### src/rtl/sodor_state_scan_pkg.sv
// Shared widths, region numbering and FSM encoding for the Sodor two-copy state scan.
package sodor_state_scan_pkg;
    localparam int REGION_W = 4;
    localparam int INDEX_W  = 8;
    localparam int COUNT_W  = 16;

    localparam logic [REGION_W-1:0] REGION_RF       = 4'd0;
    localparam logic [REGION_W-1:0] REGION_CSR      = 4'd1;
    localparam logic [REGION_W-1:0] REGION_MEM_BASE = 4'd2;

    typedef enum logic [1:0] {IDLE, SCAN, DRAIN, DONE} scan_state_e;

    function automatic logic [COUNT_W-1:0] sat_inc(input logic [COUNT_W-1:0] v);
        return (v == {COUNT_W{1'b1}}) ? v : v + COUNT_W'(1);
    endfunction
endpackage

### src/rtl/sodor_state_scan_addr.sv
// Region/index walker for the flat scan order: RF, CSR, then each memory bank.
module sodor_state_scan_addr
    import sodor_state_scan_pkg::*;
#(
    parameter int RF_WORDS  = 32,
    parameter int CSR_WORDS = 16,
    parameter int MEM_BANKS = 8,
    parameter int MEM_WORDS = 256
) (
    input  logic                clock,
    input  logic                reset,
    input  logic                clr,
    input  logic                adv,
    output logic [REGION_W-1:0] region,
    output logic [INDEX_W-1:0]  index,
    output logic                last
);
    localparam logic [REGION_W-1:0] LAST_REGION = REGION_MEM_BASE + REGION_W'(MEM_BANKS - 1);

    logic [REGION_W-1:0] region_q, region_d;
    logic [INDEX_W-1:0]  index_q, index_d;
    logic [INDEX_W-1:0]  limit;

    always_comb begin
        limit = INDEX_W'(MEM_WORDS - 1);
        if (region_q == REGION_RF) begin
            limit = INDEX_W'(RF_WORDS - 1);
        end else if (region_q == REGION_CSR) begin
            limit = INDEX_W'(CSR_WORDS - 1);
        end
    end

    assign last = (region_q == LAST_REGION) && (index_q == INDEX_W'(MEM_WORDS - 1));

    always_comb begin
        region_d = region_q;
        index_d  = index_q;
        if (clr) begin
            region_d = REGION_RF;
            index_d  = '0;
        end else if (adv && !last) begin
            if (index_q == limit) begin
                region_d = region_q + REGION_W'(1);
                index_d  = '0;
            end else begin
                index_d = index_q + INDEX_W'(1);
            end
        end
    end

    always_ff @(posedge clock) begin
        if (reset) begin
            region_q <= REGION_RF;
            index_q  <= '0;
        end else begin
            region_q <= region_d;
            index_q  <= index_d;
        end
    end

    assign region = region_q;
    assign index  = index_q;
endmodule

### src/rtl/sodor_state_scan_ctrl.sv
// Scan sequencer: reads every architectural word from both copies, compares the
// returned pairs one cycle later and keeps first-mismatch location and count.
module sodor_state_scan_ctrl
    import sodor_state_scan_pkg::*;
#(
    parameter int RF_WORDS  = 32,
    parameter int CSR_WORDS = 16,
    parameter int MEM_BANKS = 8,
    parameter int MEM_WORDS = 256
) (
    input  logic                 clock,
    input  logic                 reset,
    input  logic                 start,
    input  logic                 abort,
    input  logic                 stop_on_first,
    input  logic [CSR_WORDS-1:0] csr_cmp_mask,
    output logic                 rd_en,
    output logic [REGION_W-1:0]  rd_region,
    output logic [INDEX_W-1:0]   rd_index,
    input  logic [31:0]          src_rdata,
    input  logic [31:0]          tgt_rdata,
    output logic                 busy,
    output logic                 done,
    output logic                 mismatch,
    output logic [REGION_W-1:0]  first_region,
    output logic [INDEX_W-1:0]   first_index,
    output logic [COUNT_W-1:0]   mismatch_count
);
    localparam int CSR_IDX_W = $clog2(CSR_WORDS);

    scan_state_e          state_q, state_d;
    logic                 rd_en_q, rd_en_d;
    logic                 sof_q, sof_d;
    logic [CSR_WORDS-1:0] mask_q, mask_d;
    logic                 mismatch_q, mismatch_d;
    logic [REGION_W-1:0]  first_region_q, first_region_d;
    logic [INDEX_W-1:0]   first_index_q, first_index_d;
    logic [COUNT_W-1:0]   count_q, count_d;

    logic                 vld_p1_q;
    logic [REGION_W-1:0]  region_p1_q;
    logic [INDEX_W-1:0]   index_p1_q;

    logic                 addr_clr, addr_adv, addr_last;
    logic [REGION_W-1:0]  addr_region;
    logic [INDEX_W-1:0]   addr_index;
    logic                 cmp_en, pair_diff;

    sodor_state_scan_addr #(
        .RF_WORDS  (RF_WORDS),
        .CSR_WORDS (CSR_WORDS),
        .MEM_BANKS (MEM_BANKS),
        .MEM_WORDS (MEM_WORDS)
    ) u_addr (
        .clock  (clock),
        .reset  (reset),
        .clr    (addr_clr),
        .adv    (addr_adv),
        .region (addr_region),
        .index  (addr_index),
        .last   (addr_last)
    );

    // Compare stage (p1): qualifier follows the read strobe by one cycle; only live in SCAN/DRAIN
    // so that a stop or abort discards whatever read was still in flight.
    always_comb begin
        cmp_en = vld_p1_q && ((state_q == SCAN) || (state_q == DRAIN));
        if ((region_p1_q == REGION_CSR) && !mask_q[index_p1_q[CSR_IDX_W-1:0]]) begin
            cmp_en = 1'b0;
        end
        pair_diff = cmp_en && (src_rdata != tgt_rdata);
    end

    always_comb begin
        state_d        = state_q;
        rd_en_d        = 1'b0;
        addr_clr       = 1'b0;
        addr_adv       = 1'b0;
        sof_d          = sof_q;
        mask_d         = mask_q;
        mismatch_d     = mismatch_q;
        first_region_d = first_region_q;
        first_index_d  = first_index_q;
        count_d        = count_q;

        if (pair_diff) begin
            mismatch_d = 1'b1;
            count_d    = sat_inc(count_q);
            if (!mismatch_q) begin
                first_region_d = region_p1_q;
                first_index_d  = index_p1_q;
            end
        end

        case (state_q)
            IDLE: begin
                if (start) begin
                    state_d        = SCAN;
                    rd_en_d        = 1'b1;
                    addr_clr       = 1'b1;
                    sof_d          = stop_on_first;
                    mask_d         = csr_cmp_mask;
                    mismatch_d     = 1'b0;
                    first_region_d = '0;
                    first_index_d  = '0;
                    count_d        = '0;
                end
            end
            SCAN: begin
                if (abort) begin
                    state_d = IDLE;
                end else if (pair_diff && sof_q) begin
                    state_d = DONE;
                end else if (addr_last) begin
                    state_d = DRAIN;
                end else begin
                    rd_en_d  = 1'b1;
                    addr_adv = 1'b1;
                end
            end
            DRAIN: begin
                state_d = abort ? IDLE : DONE;
            end
            DONE: begin
                state_d = IDLE;
            end
            default: begin
                state_d = IDLE;
            end
        endcase
    end

    always_ff @(posedge clock) begin
        if (reset) begin
            state_q        <= IDLE;
            rd_en_q        <= 1'b0;
            vld_p1_q       <= 1'b0;
            mismatch_q     <= 1'b0;
            first_region_q <= '0;
            first_index_q  <= '0;
            count_q        <= '0;
        end else begin
            state_q        <= state_d;
            rd_en_q        <= rd_en_d;
            vld_p1_q       <= rd_en_q;
            mismatch_q     <= mismatch_d;
            first_region_q <= first_region_d;
            first_index_q  <= first_index_d;
            count_q        <= count_d;
        end
    end

    always_ff @(posedge clock) begin
        sof_q       <= sof_d;
        mask_q      <= mask_d;
        region_p1_q <= addr_region;
        index_p1_q  <= addr_index;
    end

    assign rd_en          = rd_en_q;
    assign rd_region      = addr_region;
    assign rd_index       = addr_index;
    assign busy           = (state_q == SCAN) || (state_q == DRAIN);
    assign done           = (state_q == DONE);
    assign mismatch       = mismatch_q;
    assign first_region   = first_region_q;
    assign first_index    = first_index_q;
    assign mismatch_count = count_q;
endmodule

### config.mk
export PLATFORM = sky130hd
export DESIGN_NAME = sodor_state_scan_ctrl
export DESIGN_NICKNAME = d
export VERILOG_FILES = /design/src/rtl/sodor_state_scan_pkg.sv /design/src/rtl/sodor_state_scan_addr.sv /design/src/rtl/sodor_state_scan_ctrl.sv
export SDC_FILE = /design/constraint.sdc
export NUM_CORES = 1
export LEC_CHECK = 0
export CAP_MARGIN = 20
export CORE_ASPECT_RATIO = 0.7
export CORE_MARGIN = 5
export CORE_UTILIZATION = 40
export DETAILED_ROUTE_END_ITERATION = 12
export GPL_ROUTABILITY_DRIVEN = 1
export PLACE_DENSITY_LB_ADDON = 0.15
export SLEW_MARGIN = 5
export SYNTH_ARGS = -nofsm -noshare
export SYNTH_HDL_FRONTEND = slang
export SYNTH_SLANG_ARGS = --single-unit
### constraint.sdc
create_clock -name clock -period 2.9 [get_ports clock]
set_clock_uncertainty 0.15 [all_clocks]
set_input_delay 0.58 -clock clock [delete_from_list [all_inputs] [get_ports clock]]
set_output_delay 0.58 -clock clock [all_outputs]
set_load 0.02 [all_outputs]
Yosys cells after proc, flatten, opt, wreduce, memory -nomap -nowiden
Cells that the tools add are included.
Word-level totals
  flip-flop bits (word level): 74
  bits of input ports: 85
  output and inout bits: 44
  word-level logic and storage cells: 78
Cells by class
  add/subtract/negate cells: 3
  order comparisons: 1
  equality and inequality tests: 12
  multiplexer cells: 34
  reductions and logical operators: 15
Operators by type and width (count)
  16-bit two-way mux: 4
  8-bit two-way mux: 7
  32-bit inequality test: 1
  16-bit by 1-bit adder with 16-bit output, second input constant: 1
  16-bit equality test, second input constant: 1
  4-bit two-way mux: 4
  1-bit two-way mux: 11
  2-bit two-way mux: 5
  8-bit by 1-bit adder with 8-bit output, second input constant: 1
  4-bit by 1-bit equality test with 1-bit output, second input constant: 2
  8-bit equality test: 1
  8-bit equality test, second input constant: 1
  2-bit one-hot mux with 4 select lines: 1
  1-bit logical AND: 6
  2-bit AND reduction: 3
  4-bit by 5-bit less-than comparator with 1-bit output, second input constant: 1
  4-bit by 1-bit adder with 4-bit output, second input constant: 1
  1-bit binary-select mux with 4-bit select: 1
  2-bit equality test, second input constant: 2
  4-bit equality test, second input constant: 1
  4-bit zero test: 1
  4-bit by 2-bit inequality test with 1-bit output, second input constant: 1
  2-bit by 1-bit equality test with 1-bit output, second input constant: 1
  1-bit zero test: 2
  5 further kinds: 5

Longest topological paths before layout
Gate-level depths: netlist of run 1.
  word-level depth: 12
  mapped depth: 10
  gate-level depth less buffers: 8

Hierarchy
From an unflattened synthesis of run 1, not the netlist that was laid out.
Second synthesis, totals
  cell total of the unflattened synthesis: 367
  area, all modules: 3538.4 µm²
By module, submodules not included
  sodor_state_scan_ctrl: instances 1, cells an instance 279, area each 2821.5 µm², seq. area each 1411.4 µm²
  sodor_state_scan_addr: instances 1, cells an instance 88, area each 716.9 µm², seq. area each 240.2 µm²

Worst setup path after synthesis of run 1
OpenSTA, ideal clock, no wires.
  kind: flip-flop to flip-flop
  start: register index_p1_q[0]
  end: register u_addr.index_q[5] (netlist: u_addr.index[5])
  data arrival time: 2278 ps
  setup slack: 402 ps
  stages on the path, launching flop included: 9
  path buffers: 2
  clock period less this slack: 2498 ps
  path through: dfxtp_1 buf_2 mux4_2 mux2_2 a21oi_2 buf_4 o21ai_4 or4_1 a21oi_1
Between the ends
  cells in the longest elaborated chain, start to end: 11
Ends and longest elaborated chain
  start: declaration: RTL line sodor_state_scan_ctrl.sv:42  | logic [INDEX_W-1:0] index_p1_q;
  start signal: assignment: RTL line sodor_state_scan_ctrl.sv:157  | index_p1_q <= addr_index;
  1-bit binary-select mux with 4-bit select: RTL line sodor_state_scan_ctrl.sv:68  | if ((region_p1_q == REGION_CSR) && !mask_q[index_p1_q[CSR_IDX_W-1:0]]) begin
  1-bit two-way mux (implied by the code): RTL line sodor_state_scan_ctrl.sv:68
  1-bit zero test: RTL line sodor_state_scan_ctrl.sv:68
  1-bit logical AND: RTL line sodor_state_scan_ctrl.sv:68
  1-bit two-way mux: RTL line sodor_state_scan_ctrl.sv:68
  1-bit logical AND: RTL line sodor_state_scan_ctrl.sv:71  | pair_diff = cmp_en && (src_rdata != tgt_rdata);
  1-bit logical AND: RTL line sodor_state_scan_ctrl.sv:112  | end else if (pair_diff && sof_q) begin
  1-bit two-way mux: RTL line sodor_state_scan_ctrl.sv:112
  1-bit two-way mux: RTL line sodor_state_scan_ctrl.sv:110  | if (abort) begin
  1-bit two-way mux: RTL line sodor_state_scan_ctrl.sv:95  | case (state_q)
  1-bit logical AND: RTL line sodor_state_scan_addr.sv:41  | end else if (adv && !last) begin
  end signal: assignment: RTL line sodor_state_scan_addr.sv:57  | index_q <= index_d;
  end: declaration: RTL line sodor_state_scan_addr.sv:21  | logic [INDEX_W-1:0] index_q, index_d;
No other way between the ends. The select of a mux whose other input is x is not followed.
A chain may end at the register's enable or synchronous reset.

Worst setup path in the final report of run 1
  start: input port tgt_rdata[8]
  end: register u_addr.index_q[5] (netlist: u_addr.index[5])
Between the ends
  cells in the longest elaborated chain, start to end: 7
Ends and longest elaborated chain
  start: declaration: RTL line sodor_state_scan_ctrl.sv:21  | input logic [31:0] tgt_rdata,
  32-bit inequality test: RTL line sodor_state_scan_ctrl.sv:71
  1-bit logical AND: RTL line sodor_state_scan_ctrl.sv:71
  1-bit logical AND: RTL line sodor_state_scan_ctrl.sv:112
  1-bit two-way mux: RTL line sodor_state_scan_ctrl.sv:112
  1-bit two-way mux: RTL line sodor_state_scan_ctrl.sv:110
  1-bit two-way mux: RTL line sodor_state_scan_ctrl.sv:95
  1-bit logical AND: RTL line sodor_state_scan_addr.sv:41
No other way between the ends.

==> impl_results.md, run 1 <==
- Synthesized flop and latch total: 74
- Slowest CP cell: or4_1
- Worst-skew pair later-pin latency: 0.33 ns
- Placer Congestion: 0.801
- Final setup TNS: 0 ns
- Root Buffer: clkbuf_16
- Synth warn: 0
- Startpoint types: input pin
- Dpl hpwl: 7180 um
- Die area: 10400 um^2
- H-tree Lvls: 3
- CTS tree: yes
- Initial antenna violation count: 0
- RSZ-0062 raised after global routing: false
- Buf+Inv Stages, Crit Path: 2
- Clock sinks: 74
- Crit-path cells: clkdlybuf4s50_1 -> xor2_1 -> nor4_1 -> nand4_1 -> o2111ai_2 -> buf_4 -> o21ai_4 -> or4_1 -> a21oi_2
- Area of all sequential standard cells: 1650 um^2
- First-pass GRT wire length: 14600 um
- Tcrit/Tclk final: 96.3%
- CP max stage delay: 0.58 ns
- Slew @ Worst Pin: 0.664 ns
- Total core area: 8340 um^2
- Die width: 120 um
- # nets final: 571
- Slew HR: 55.5%
- Final hold violation count: 0
- Total power draw: 2.46 mW
- Wire per inst: 15.5 um
- PwrDens: 472 nW/um^2
- Initial Util: 40.5%
- Via count: 2996
- CP max FO: 11
- Mapped Nets: 420
- Worst-path clk slew: 0.06 ns
- Antenna-violating nets left: 0
- Worst Hold Margin: 0.254 ns
- Cell area after synthesis: 3370 um^2
- Total track usage: 17.9%
- Diode count: 0
- CP Capture Type: flop
- Largest net degree at the start of global routing: 19
- CP Class: in2reg
- Clock buffer count from CTS: 9
- P_leak: 1.89 nW
- Syn Inst Count: 326
- Max Fclk: 358 MHz
- Residual DRC count: 0
- IO Count: 129
- # rows: 28
- Peak VDD IR: 0.269 mV
- Vias per cell: 5.10
- Min Tclk post-route: 2.79 ns
- Setup bufs post-CTS: 0
- DRT iter0 DRCs: 135
- CP Data Required Time: 3.02 ns
- Vias in the first global route: 3072
- Worst-case clock buffer depth: 2
- Syn avg cell area: 10.3 um^2
- Largest delay share family, worst path: simple AND/OR/NAND/NOR gates
- CP Data Arrival Time: 2.91 ns
- Gr ovfl total: 0
- Ys async rst share: 0%
- Max Cap Violations: 0
- Slew Viols, Final: 0
- Final setup fails: 0
- Seq/Total Area, Yosys: 49.0%
- Die height: 86.8 um
- Distinct cells, synth: 46
- Total wire length: 9090 um
- IO buf count: 128
- Status: finished clean
- Area grow syn2layout: 54.7%
- Fillers: 714
- HP Class: reg2reg
- Multi-input logic area: 1680 um^2
- Drt pass-1 iters: 4
- Top_reg_cell synth: dfxtp_1
- Layout cells sized above 1: 10.6%
- Number of enable flip-flop cells after synthesis: 17
==> cells in the mapped netlist, drive strengths merged, types with 3 or more instances <==
cell type / n / area [um^2]
a21oi: 17 / 88.8
and3: 6 / 37.5
buf: 4 / 21.3
clkbuf: 5 / 18.8
dfxtp: 57 / 1140
edfxtp: 17 / 510
ha: 9 / 113
inv: 7 / 26.3
mux2i: 18 / 180
mux4: 4 / 90.1
nand2: 19 / 71.3
nand2b: 3 / 18.8
nand3: 7 / 35.0
nand4: 6 / 37.5
nor2: 35 / 131
nor3: 7 / 35.0
nor4: 13 / 81.3
o21ai: 11 / 66.3
or3: 8 / 50.1
or4: 4 / 30.0
xnor2: 4 / 35.0
xor2: 34 / 298
==> what timing repair did <==
item                                    4_1_cts  5_1_grt
endpoints found under the setup margin        0        3
hold buffers                                  0        0
gates resized for setup                       0        5
==> registers in the layout (all words and copies together), names as in the netlist <==
name	flops
mask_q	16
mismatch_count	16
first_index	8
index_p1_q	8
u_addr.index	8
first_region	4
region_p1_q	4
u_addr.region	4
state_q	2
mismatch	1
rd_en	1
sof_q	1
vld_p1_q	1
==> worst reg2reg max path, cell delays in order, from the launching register on <==
cell	delay, ns
dfxtp_2	0.42
mux4_2	0.54
mux2_2	0.29
a21oi_2	0.30
o21ai_4	0.16
or4_1	0.58
a21oi_2	0.16
==> per-layer routing <==
metal  GRT usage (%)  vias up  wire [um]
met3            7.76       11        796
li1                -     1491          -
met2            29.1      118       4250
met4            5.72        0        153
met5               0        -          0
met1            21.5     1376       3880
==> layout make-up <==
| cell class | instances | area share, % |
|---|---|---|
| Multi-Input combinational cell | 236 | 32.2 |
| Sequential cell | 74 | 31.7 |
| Timing Repair Buffer | 149 | 27.8 |
| Clock buffer | 12 | 4.72 |
| Tap cell | 105 | 2.52 |
| Clock inverter | 4 | 0.527 |
| Inverter | 7 | 0.503 |
==> power by group <==
part / internal, mW / leakage, nW / switching (mW) / total (mW)
sequential: 1.09 / 0.623 / 0.0167 / 1.11
combinational: 0.196 / 1.14 / 0.138 / 0.334
clock: 0.603 / 0.133 / 0.414 / 1.02
total: 1.89 / 1.89 / 0.569 / 2.46
==> cells in the final DEF, fill, tap and decap left out, types with 7 or more instances in the layout <==
master	netlist	final
a21oi_1	16	15
buf_4	1	20
clkbuf_16	0	9
clkdlybuf4s50_1	0	128
dfxtp_1	57	56
edfxtp_1	17	17
ha_1	9	9
inv_1	7	7
mux2i_1	18	18
nand2_1	19	19
nand3_1	7	7
nor2_1	35	35
nor4_1	13	11
o21ai_0	10	10
or3_1	8	8
xor2_1	34	34
==> stage by stage <==
| step | worst slack (ns) | area (um^2) | instances | utilization, % |
|---|---|---|---|---|
| floorplan | 0.402 | 3370 | 326 | - |
| global placement | -0.218 | 4920 | 571 | 59.0 |
| detailed placement | -0.256 | 4920 | 571 | 59.0 |
| CTS | 0.0561 | 5190 | 587 | 62.3 |
| global route | 0.00624 | 5220 | 587 | 62.6 |
| finish | 0.107 | 5220 | 587 | 62.6 |
==> logic make-up (layout without fill, tap and decap cells) <==
family / after synthesis / in the layout / synth area share (%)
buffers and inverters: 16 / 172 / 1.97
muxes: 23 / 23 / 8.35
AOI/OAI and AO/OA: 49 / 49 / 9.76
adders and majority gates: 9 / 9 / 3.34
and+or+nand+nor: 117 / 117 / 17.8
DFF: 74 / 74 / 49.0
xor gates and xnor gates: 38 / 38 / 9.87
==> path summary, 6_finish.rpt <==
check	from	end	slack (ns)	cells after the start
worst max-delay path	tgt_rdata[8]	u_addr.index[5]$_SDFFE_PP0P_	0.11	9
worst max register to register	index_p1_q[0]$_DFF_P_	u_addr.index[5]$_SDFFE_PP0P_	0.25	6
worst min-delay path	u_addr.index[0]$_SDFFE_PP0P_	index_p1_q[0]$_DFF_P_	0.25	0
worst min register to register	u_addr.index[0]$_SDFFE_PP0P_	index_p1_q[0]$_DFF_P_	0.25	0
(Power assumes the default switching activity.)
==> run 2: changes to the inputs <==
--- a/config.mk
+++ b/config.mk
@@ -5,7 +5,6 @@
 export SDC_FILE = /design/constraint.sdc
 export NUM_CORES = 1
 export LEC_CHECK = 0
-export CAP_MARGIN = 20
 export CORE_ASPECT_RATIO = 0.7
 export CORE_MARGIN = 5
 export CORE_UTILIZATION = 40
==> results of run 2 <==
No change in the layout: final DEF, timing and power equal those of run 1.
==> run 3: changes to the inputs <==
--- a/config.mk
+++ b/config.mk
@@ -8,6 +8,7 @@
 export CORE_ASPECT_RATIO = 0.7
 export CORE_MARGIN = 5
 export CORE_UTILIZATION = 40
+export CTS_CLUSTER_SIZE = 8
 export DETAILED_ROUTE_END_ITERATION = 12
 export GPL_ROUTABILITY_DRIVEN = 1
 export PLACE_DENSITY_LB_ADDON = 0.15
==> results of run 3 <==
No change in the layout: final DEF, timing and power equal those of run 1.
